File: src/rtl/wb_ddr2_port_arbiter_pkg.sv
// Shared Wishbone arbiter types: cycle-type codes, FSM state encoding and bus widths.
// Pure definitions, no logic.
package wb_arb_pkg;

  localparam int AW = 32;
  localparam int DW = 32;
  localparam int SW = 4;

  typedef enum logic [2:0] {
    CTI_CLASSIC = 3'b000,
    CTI_INCR    = 3'b010,
    CTI_EOB     = 3'b111
  } cti_t;

  typedef enum logic {
    ST_IDLE = 1'b0,
    ST_BUSY = 1'b1
  } arb_state_t;

endpackage

File: src/rtl/wb_ddr2_port_arbiter_rr_pick.sv
// Round-robin priority encoder: first requester at or after (last+1) mod N, zero latency.
// No backpressure; gnt is all-zero when nothing requests.
module rr_pick #(
  parameter int N  = 4,
  parameter int IW = 2
) (
  input  logic [N-1:0]  req,
  input  logic [IW-1:0] last,
  output logic [N-1:0]  gnt,
  output logic [IW-1:0] idx
);

  logic          found;
  logic [IW-1:0] pos;

  always_comb begin
    gnt   = '0;
    idx   = '0;
    found = 1'b0;
    pos   = '0;
    for (int k = 1; k <= N; k++) begin
      pos = IW'((int'(last) + k) % N);
      if (!found && req[pos]) begin
        found    = 1'b1;
        gnt[pos] = 1'b1;
        idx      = pos;
      end
    end
  end

endmodule

File: src/rtl/wb_ddr2_port_arbiter.sv
// Round-robin Wishbone arbiter sharing one DDR2 port; 1-cycle grant, combinational ack/data path.
// Ownership is held for the whole cyc; a stalled strobe is terminated with a one-cycle err.
module wb_ddr2_port_arbiter
  import wb_arb_pkg::*;
#(
  parameter int NUM_MASTERS = 4,
  parameter int TIMEOUT     = 1023
) (
  input  logic                      wb_clk,
  input  logic                      wb_rst,
  input  logic [NUM_MASTERS*AW-1:0] m_adr_i,
  input  logic [NUM_MASTERS*2-1:0]  m_bte_i,
  input  logic [NUM_MASTERS*3-1:0]  m_cti_i,
  input  logic [NUM_MASTERS-1:0]    m_cyc_i,
  input  logic [NUM_MASTERS-1:0]    m_stb_i,
  input  logic [NUM_MASTERS-1:0]    m_we_i,
  input  logic [NUM_MASTERS*SW-1:0] m_sel_i,
  input  logic [NUM_MASTERS*DW-1:0] m_dat_i,
  output logic [DW-1:0]             m_dat_o,
  output logic [NUM_MASTERS-1:0]    m_ack_o,
  output logic [NUM_MASTERS-1:0]    m_err_o,
  output logic [NUM_MASTERS-1:0]    m_rty_o,
  output logic [AW-1:0]             s_adr_o,
  output logic [1:0]                s_bte_o,
  output logic [2:0]                s_cti_o,
  output logic                      s_cyc_o,
  output logic                      s_stb_o,
  output logic                      s_we_o,
  output logic [SW-1:0]             s_sel_o,
  output logic [DW-1:0]             s_dat_o,
  input  logic [DW-1:0]             s_dat_i,
  input  logic                      s_ack_i,
  output logic [NUM_MASTERS-1:0]    grant_o,
  output logic                      busy_o
);

  localparam int         N       = NUM_MASTERS;
  localparam int         IW      = $clog2(N);
  localparam logic [9:0] WD_LAST = 10'(TIMEOUT - 1);

  logic [AW-1:0] adr_a [N];
  logic [1:0]    bte_a [N];
  logic [2:0]    cti_a [N];
  logic [SW-1:0] sel_a [N];
  logic [DW-1:0] dat_a [N];

  for (genvar i = 0; i < N; i++) begin : g_unpack
    assign adr_a[i] = m_adr_i[i*AW +: AW];
    assign bte_a[i] = m_bte_i[i*2 +: 2];
    assign cti_a[i] = m_cti_i[i*3 +: 3];
    assign sel_a[i] = m_sel_i[i*SW +: SW];
    assign dat_a[i] = m_dat_i[i*DW +: DW];
  end

  arb_state_t    state_q, state_d;
  logic [N-1:0]  grant_q, grant_d;
  logic [IW-1:0] last_q, last_d;
  logic [9:0]    wd_cnt_q, wd_cnt_d;
  logic          err_q, err_d;

  logic [N-1:0]  pick_gnt;
  logic [IW-1:0] pick_idx;
  logic          busy;
  logic          stall;

  rr_pick #(
    .N  (N),
    .IW (IW)
  ) u_pick (
    .req  (m_cyc_i),
    .last (last_q),
    .gnt  (pick_gnt),
    .idx  (pick_idx)
  );

  assign busy = (state_q == ST_BUSY);

  // While BUSY, last_q always holds the current owner's index.
  always_comb begin
    s_adr_o = '0;
    s_bte_o = '0;
    s_cti_o = CTI_CLASSIC;
    s_cyc_o = 1'b0;
    s_stb_o = 1'b0;
    s_we_o  = 1'b0;
    s_sel_o = '0;
    s_dat_o = '0;
    if (busy) begin
      s_adr_o = adr_a[last_q];
      s_bte_o = bte_a[last_q];
      s_cti_o = cti_a[last_q];
      s_cyc_o = m_cyc_i[last_q];
      s_stb_o = m_stb_i[last_q] & ~err_q;
      s_we_o  = m_we_i[last_q];
      s_sel_o = sel_a[last_q];
      s_dat_o = dat_a[last_q];
    end
  end

  assign stall = s_stb_o & ~s_ack_i;

  always_comb begin
    state_d  = state_q;
    grant_d  = grant_q;
    last_d   = last_q;
    wd_cnt_d = '0;
    err_d    = 1'b0;
    case (state_q)
      ST_IDLE: begin
        if (|m_cyc_i) begin
          state_d = ST_BUSY;
          grant_d = pick_gnt;
          last_d  = pick_idx;
        end
      end
      ST_BUSY: begin
        if (!m_cyc_i[last_q]) begin
          state_d = ST_IDLE;
          grant_d = '0;
        end else if (stall) begin
          // Counter lands on TIMEOUT together with the err pulse; the gated strobe then clears it.
          wd_cnt_d = wd_cnt_q + 10'd1;
          err_d    = (wd_cnt_q == WD_LAST);
        end
      end
      default: begin
        state_d = ST_IDLE;
        grant_d = '0;
      end
    endcase
  end

  always_ff @(posedge wb_clk or posedge wb_rst) begin
    if (wb_rst) begin
      state_q  <= ST_IDLE;
      grant_q  <= '0;
      last_q   <= IW'(N - 1);
      wd_cnt_q <= '0;
      err_q    <= 1'b0;
    end else begin
      state_q  <= state_d;
      grant_q  <= grant_d;
      last_q   <= last_d;
      wd_cnt_q <= wd_cnt_d;
      err_q    <= err_d;
    end
  end

  assign m_ack_o = grant_q & {N{s_ack_i}};
  assign m_err_o = grant_q & {N{err_q}};
  assign m_rty_o = '0;
  assign m_dat_o = busy ? s_dat_i : '0;
  assign grant_o = grant_q;
  assign busy_o  = busy;

endmodule

File: config.mk
export PLATFORM = sky130hd
export DESIGN_NAME = wb_ddr2_port_arbiter
export DESIGN_NICKNAME = d
export VERILOG_FILES = /design/src/rtl/wb_ddr2_port_arbiter_pkg.sv /design/src/rtl/wb_ddr2_port_arbiter_rr_pick.sv /design/src/rtl/wb_ddr2_port_arbiter.sv
export SDC_FILE = /design/constraint.sdc
export NUM_CORES = 1
export LEC_CHECK = 0
export ABC_CLOCK_PERIOD_IN_PS = 4300
export CAP_MARGIN = 20
export CORE_AREA = 2 2 182 184
export CTS_BUF_LIST = sky130_fd_sc_hd__clkbuf_16
export CTS_CLUSTER_DIAMETER = 150
export DETAILED_ROUTE_END_ITERATION = 8
export DIE_AREA = 0 0 184 186
export PLACE_DENSITY = 0.45
export SYNTH_ARGS = -nofsm -noshare
export SYNTH_HDL_FRONTEND = slang
export SYNTH_SLANG_ARGS = --single-unit
File: constraint.sdc
create_clock -name wb_clk -period 4.3 [get_ports wb_clk]
set_clock_uncertainty 0.1 [all_clocks]
set_input_delay 0.86 -clock wb_clk [delete_from_list [all_inputs] [get_ports wb_clk]]
set_output_delay 0.86 -clock wb_clk [all_outputs]
set_load 0.005 [all_outputs]
==> load_flow_metrics.sql <==
INSERT INTO impl_metrics (metric_group, metric, value, unit) VALUES
('run_status', 'run_status', 'complete, no violations', ''),
('clock_tree', 'clock_sinks', '18', ''),
('power_and_ir_drop', 'sequentialPowerShare', '11.9', '%'),
('floorplan', 'initial_utilization', '11.73', '%'),
('power_and_ir_drop', 'leakagePower', '3.180', 'nW'),
('setup_path', 'timing.reg2reg.setup_slack', '0.83', 'ns'),
('clock_tree', 'post-cts-setup-buffers', '0', ''),
('synthesis', 'synth-seq-cells', '18', ''),
('synthesis', 'cell_area_synth', '3777', 'um2'),
('setup_path', 'worstPathArrival', '2.89', 'ns'),
('timing', 'finalSetupTns', '0', 'ns'),
('setup_path', 'crit_required', '3.34', 'ns'),
('clock_tree', 'clock_latency', '0.25', 'ns'),
('synthesis', 'yosysTopAreaCellShare', '46.51', '%'),
('power_and_ir_drop', 'power_report.internal_total', '2.621', 'mW'),
('finish', 'layout.nets', '1129', ''),
('synthesis', 'yosys.area.top_type', 'sky130_fd_sc_hd__mux4_2', ''),
('timing', 'slew_headroom', '50.43', '%'),
('timing', 'setup_viol', '0', ''),
('grt', 'antenna_found_initial', '1', ''),
('finish', 'post-route-util', '27.68', '%'),
('clock_tree', 'ctsLongestPathBuffers', '2', ''),
('placement', 'hpwlAfterDp', '22.20', 'mm'),
('setup_path', 'crit_type', 'flip-flop to output port', ''),
('timing', 'finalWorstPathRequiredPeriod', '3.850', 'ns'),
('finish', 'multiInputGateArea', '3127', 'um2'),
('clock_tree', 'cts_hold_buf', '0', ''),
('floorplan', 'placementRows', '66', ''),
('grt', 'first_global_vias', '4934', ''),
('clock_tree', 'clk_root_buffer_cell', 'sky130_fd_sc_hd__clkbuf_16', ''),
('route', 'vias_per_cell', '3.994', ''),
('power_and_ir_drop', 'clockPowerShare', '4.5', '%'),
('floorplan', 'top_level_ports', '464', ''),
('power_and_ir_drop', 'max-vdd-ir-drop', '0.2432', 'mV'),
('synthesis', 'synthCells', '341', ''),
('floorplan', 'core_area', '32210', 'um2'),
('setup_path', 'crit_path_start_kind', 'flip-flop', ''),
('hold_path', 'timing.hold.worst_path_depth', '1', ''),
('timing', 'grt_setup_unrepaired', 'false', ''),
('grt', 'first_pass_grt_wire_length', '35.30', 'mm'),
('synthesis', 'yosys-top-cells-area', 'sky130_fd_sc_hd__mux4_2 47%, sky130_fd_sc_hd__and2_1 19%, sky130_fd_sc_hd__dfrtp_1 11%', ''),
('synthesis', 'syn_area_per_cell', '11.08', 'um2'),
('route', 'drc_errors', '0', ''),
('finish', 'register_cell_area_after_layout', '464.2', 'um2'),
('grt', 'grt_overflow', '0', ''),
('run', 'maxCapViolations', '0', ''),
('synthesis', 'distinct_cell_type_count_of_the_synthesized_netlist', '36', ''),
('grt', 'grt_start_max_net_pins', '55', ''),
('power_and_ir_drop', 'cellPowerDensity', '474.4', 'nW/um2'),
('placement', 'place.port_buffers', '459', ''),
('hold_path', 'holdCritPathClass', 'flip-flop to flip-flop', ''),
('finish', 'filler_cell_count', '3372', ''),
('clock_tree', 'cts.clk_slew.worst_paths', '0.06', 'ns'),
('placement', 'gp_routability_congestion', '0.9095', ''),
('floorplan', 'chipHeight', '186', 'um'),
('clock_tree', 'tritoncts', 'done', ''),
('route', 'vias', '4745', ''),
('synthesis', 'post-synth-top-count-cell', 'sky130_fd_sc_hd__and2_1', ''),
('power_and_ir_drop', 'total_switching_power', '1.608', 'mW'),
('power_and_ir_drop', 'p_sw_share', '38.02', '%'),
('clock_tree', 'cts_max_level', '1', ''),
('route', 'drtIter0Drc', '126', ''),
('clock_tree', 'cts_made_buffers', '3', ''),
('power_and_ir_drop', 'p_comb_share', '83.6', '%'),
('floorplan', 'floorplan_die_area', '34220', 'um2'),
('synthesis', 'synth_edf_count', '0', ''),
('power_and_ir_drop', 'finalPower', '4.229', 'mW'),
('grt', 'global_route.usage.total', '14.19', '%'),
('setup_path', 'endpoint_kind', 'output port', ''),
('route', 'drtAntennaViolNets', '0', ''),
('timing', 'timing.final.hold_violations', '0', '');
-- final cells by class --
type,count,area share (%)
antenna,1,0.02807
clock buffer,3,0.8420
clock inverter,1,0.04210
inverter,9,0.3789
multi-input combinational,280,35.07
sequential,18,5.206
tap,408,5.726
timing repair buffer,468,52.71
-- placed cells by master (no fill, tap or decap) --
| cell type | synthesis | final |
|---|---|---|
| sky130_fd_sc_hd__a211oi_1 | 1 | 1 |
| sky130_fd_sc_hd__a21oi_1 | 5 | 5 |
| sky130_fd_sc_hd__a221o_1 | 5 | 5 |
| sky130_fd_sc_hd__a221o_2 | 3 | 3 |
| sky130_fd_sc_hd__and2_1 | 115 | 115 |
| sky130_fd_sc_hd__and2b_1 | 1 | 1 |
| sky130_fd_sc_hd__and4_1 | 2 | 2 |
| sky130_fd_sc_hd__buf_12 | 0 | 3 |
| sky130_fd_sc_hd__buf_4 | 5 | 6 |
| sky130_fd_sc_hd__clkbuf_16 | 0 | 3 |
| sky130_fd_sc_hd__clkdlybuf4s50_1 | 0 | 459 |
| sky130_fd_sc_hd__clkinv_1 | 0 | 1 |
| sky130_fd_sc_hd__conb_1 | 1 | 4 |
| sky130_fd_sc_hd__dfrtp_1 | 16 | 15 |
| sky130_fd_sc_hd__dfrtp_4 | 0 | 1 |
| sky130_fd_sc_hd__dfstp_4 | 0 | 2 |
| sky130_fd_sc_hd__diode_2 | 0 | 1 |
| sky130_fd_sc_hd__ha_1 | 10 | 10 |
| sky130_fd_sc_hd__inv_1 | 9 | 9 |
| sky130_fd_sc_hd__mux2i_1 | 6 | 6 |
| sky130_fd_sc_hd__mux4_2 | 78 | 78 |
| sky130_fd_sc_hd__nand2_1 | 4 | 4 |
| sky130_fd_sc_hd__nand2b_1 | 1 | 1 |
| sky130_fd_sc_hd__nand3_1 | 4 | 4 |
| sky130_fd_sc_hd__nand4_1 | 2 | 2 |
| sky130_fd_sc_hd__nand4bb_1 | 1 | 1 |
| sky130_fd_sc_hd__nor2_1 | 12 | 12 |
| sky130_fd_sc_hd__nor2_4 | 1 | 1 |
| sky130_fd_sc_hd__nor2b_1 | 7 | 7 |
| sky130_fd_sc_hd__nor3_1 | 1 | 1 |
| sky130_fd_sc_hd__nor4_1 | 1 | 1 |
| sky130_fd_sc_hd__o21a_1 | 1 | 1 |
| sky130_fd_sc_hd__o22ai_1 | 2 | 2 |
| sky130_fd_sc_hd__or2_2 | 2 | 2 |
| sky130_fd_sc_hd__or2b_1 | 1 | 1 |
| sky130_fd_sc_hd__or4b_4 | 1 | 1 |
| sky130_fd_sc_hd__xnor2_1 | 4 | 4 |
| sky130_fd_sc_hd__xor2_1 | 5 | 5 |
-- power groups by stage --
stage / Clock (mW) / Sequential, mW / Combinational, mW
6_report: 0.190 / 0.503 / 3.54
4_1_cts: 0.193 / 0.533 / 3.58
3_5_place_dp: 0 / 0.537 / 3.56
5_1_grt: 0.202 / 0.551 / 3.79
3_3_place_gp: 0 / 0.543 / 3.58
2_1_floorplan: 0 / 0.240 / 1.89
-- flip-flops by register name (all words and copies together), names as in the netlist --
signal,flops
grant_o,4
wd_cnt_q,10
busy_o,1
last_q,2
err_q,1
-- worst max-delay path: stages, from the launching register on --
cell                              delay, ns
sky130_fd_sc_hd__dfstp_4               1.05
sky130_fd_sc_hd__buf_12                0.29
sky130_fd_sc_hd__mux4_2                0.55
sky130_fd_sc_hd__and2_1                0.23
sky130_fd_sc_hd__clkdlybuf4s50_1       0.46
-- worst paths after layout --
path	end	from
setup / recovery	s_dat_o[6]	last_q[0]$_DFFE_PP1P_
hold / removal	wd_cnt_q[0]$_DFF_PP0_	wd_cnt_q[0]$_DFF_PP0_
setup reg to reg	grant_o[3]$_DFFE_PP0P_	last_q[0]$_DFFE_PP1P_
hold reg to reg	wd_cnt_q[0]$_DFF_PP0_	wd_cnt_q[0]$_DFF_PP0_
max in group asynchronous	busy_o$_DFF_PP0_	wb_rst
min in group asynchronous	wd_cnt_q[8]$_DFF_PP0_	wb_rst
-- metal layers --
| metal | GRT usage [%] | part of all wire [%] | vias up |
|---|---|---|---|
| met4 | 2.464 | 1.6 | 2 |
| met1 | 17.49 | 41 | 2323 |
| li1 | - | - | 2153 |
| met5 | 0 | 0.050 | - |
| met2 | 24.23 | 48 | 239 |
| met3 | 4.852 | 9.2 | 28 |
-- metrics by stage --
stage,worst slack (ns),instance area [um2],instances,hold slack (ns)
after detailed placement,0.6305,8835,1183,0.4016
final,0.4504,8916,1188,0.4067
after CTS,0.3434,8914,1187,0.4092
after floorplan,0.7783,3789,344,0.3671
after global placement,0.6090,8835,1183,0.3978
after global routing,0.2668,8914,1187,0.4469
-- cells by family (layout without fill, tap and decap cells) --
kind of cell	after synthesis	in the layout	synth area share, %
and+or+nand+nor	156	156	25.27
muxes	84	84	48.10
buffers and inverters	46	481	5.532
DFF	18	18	11.99
AOI/OAI and AO/OA	17	17	3.610
adders and majority gates	10	10	3.312
xor gates and xnor gates	9	9	2.087
other	1	5	0.09928
Note: power is estimated with default switching activity, not from simulation.
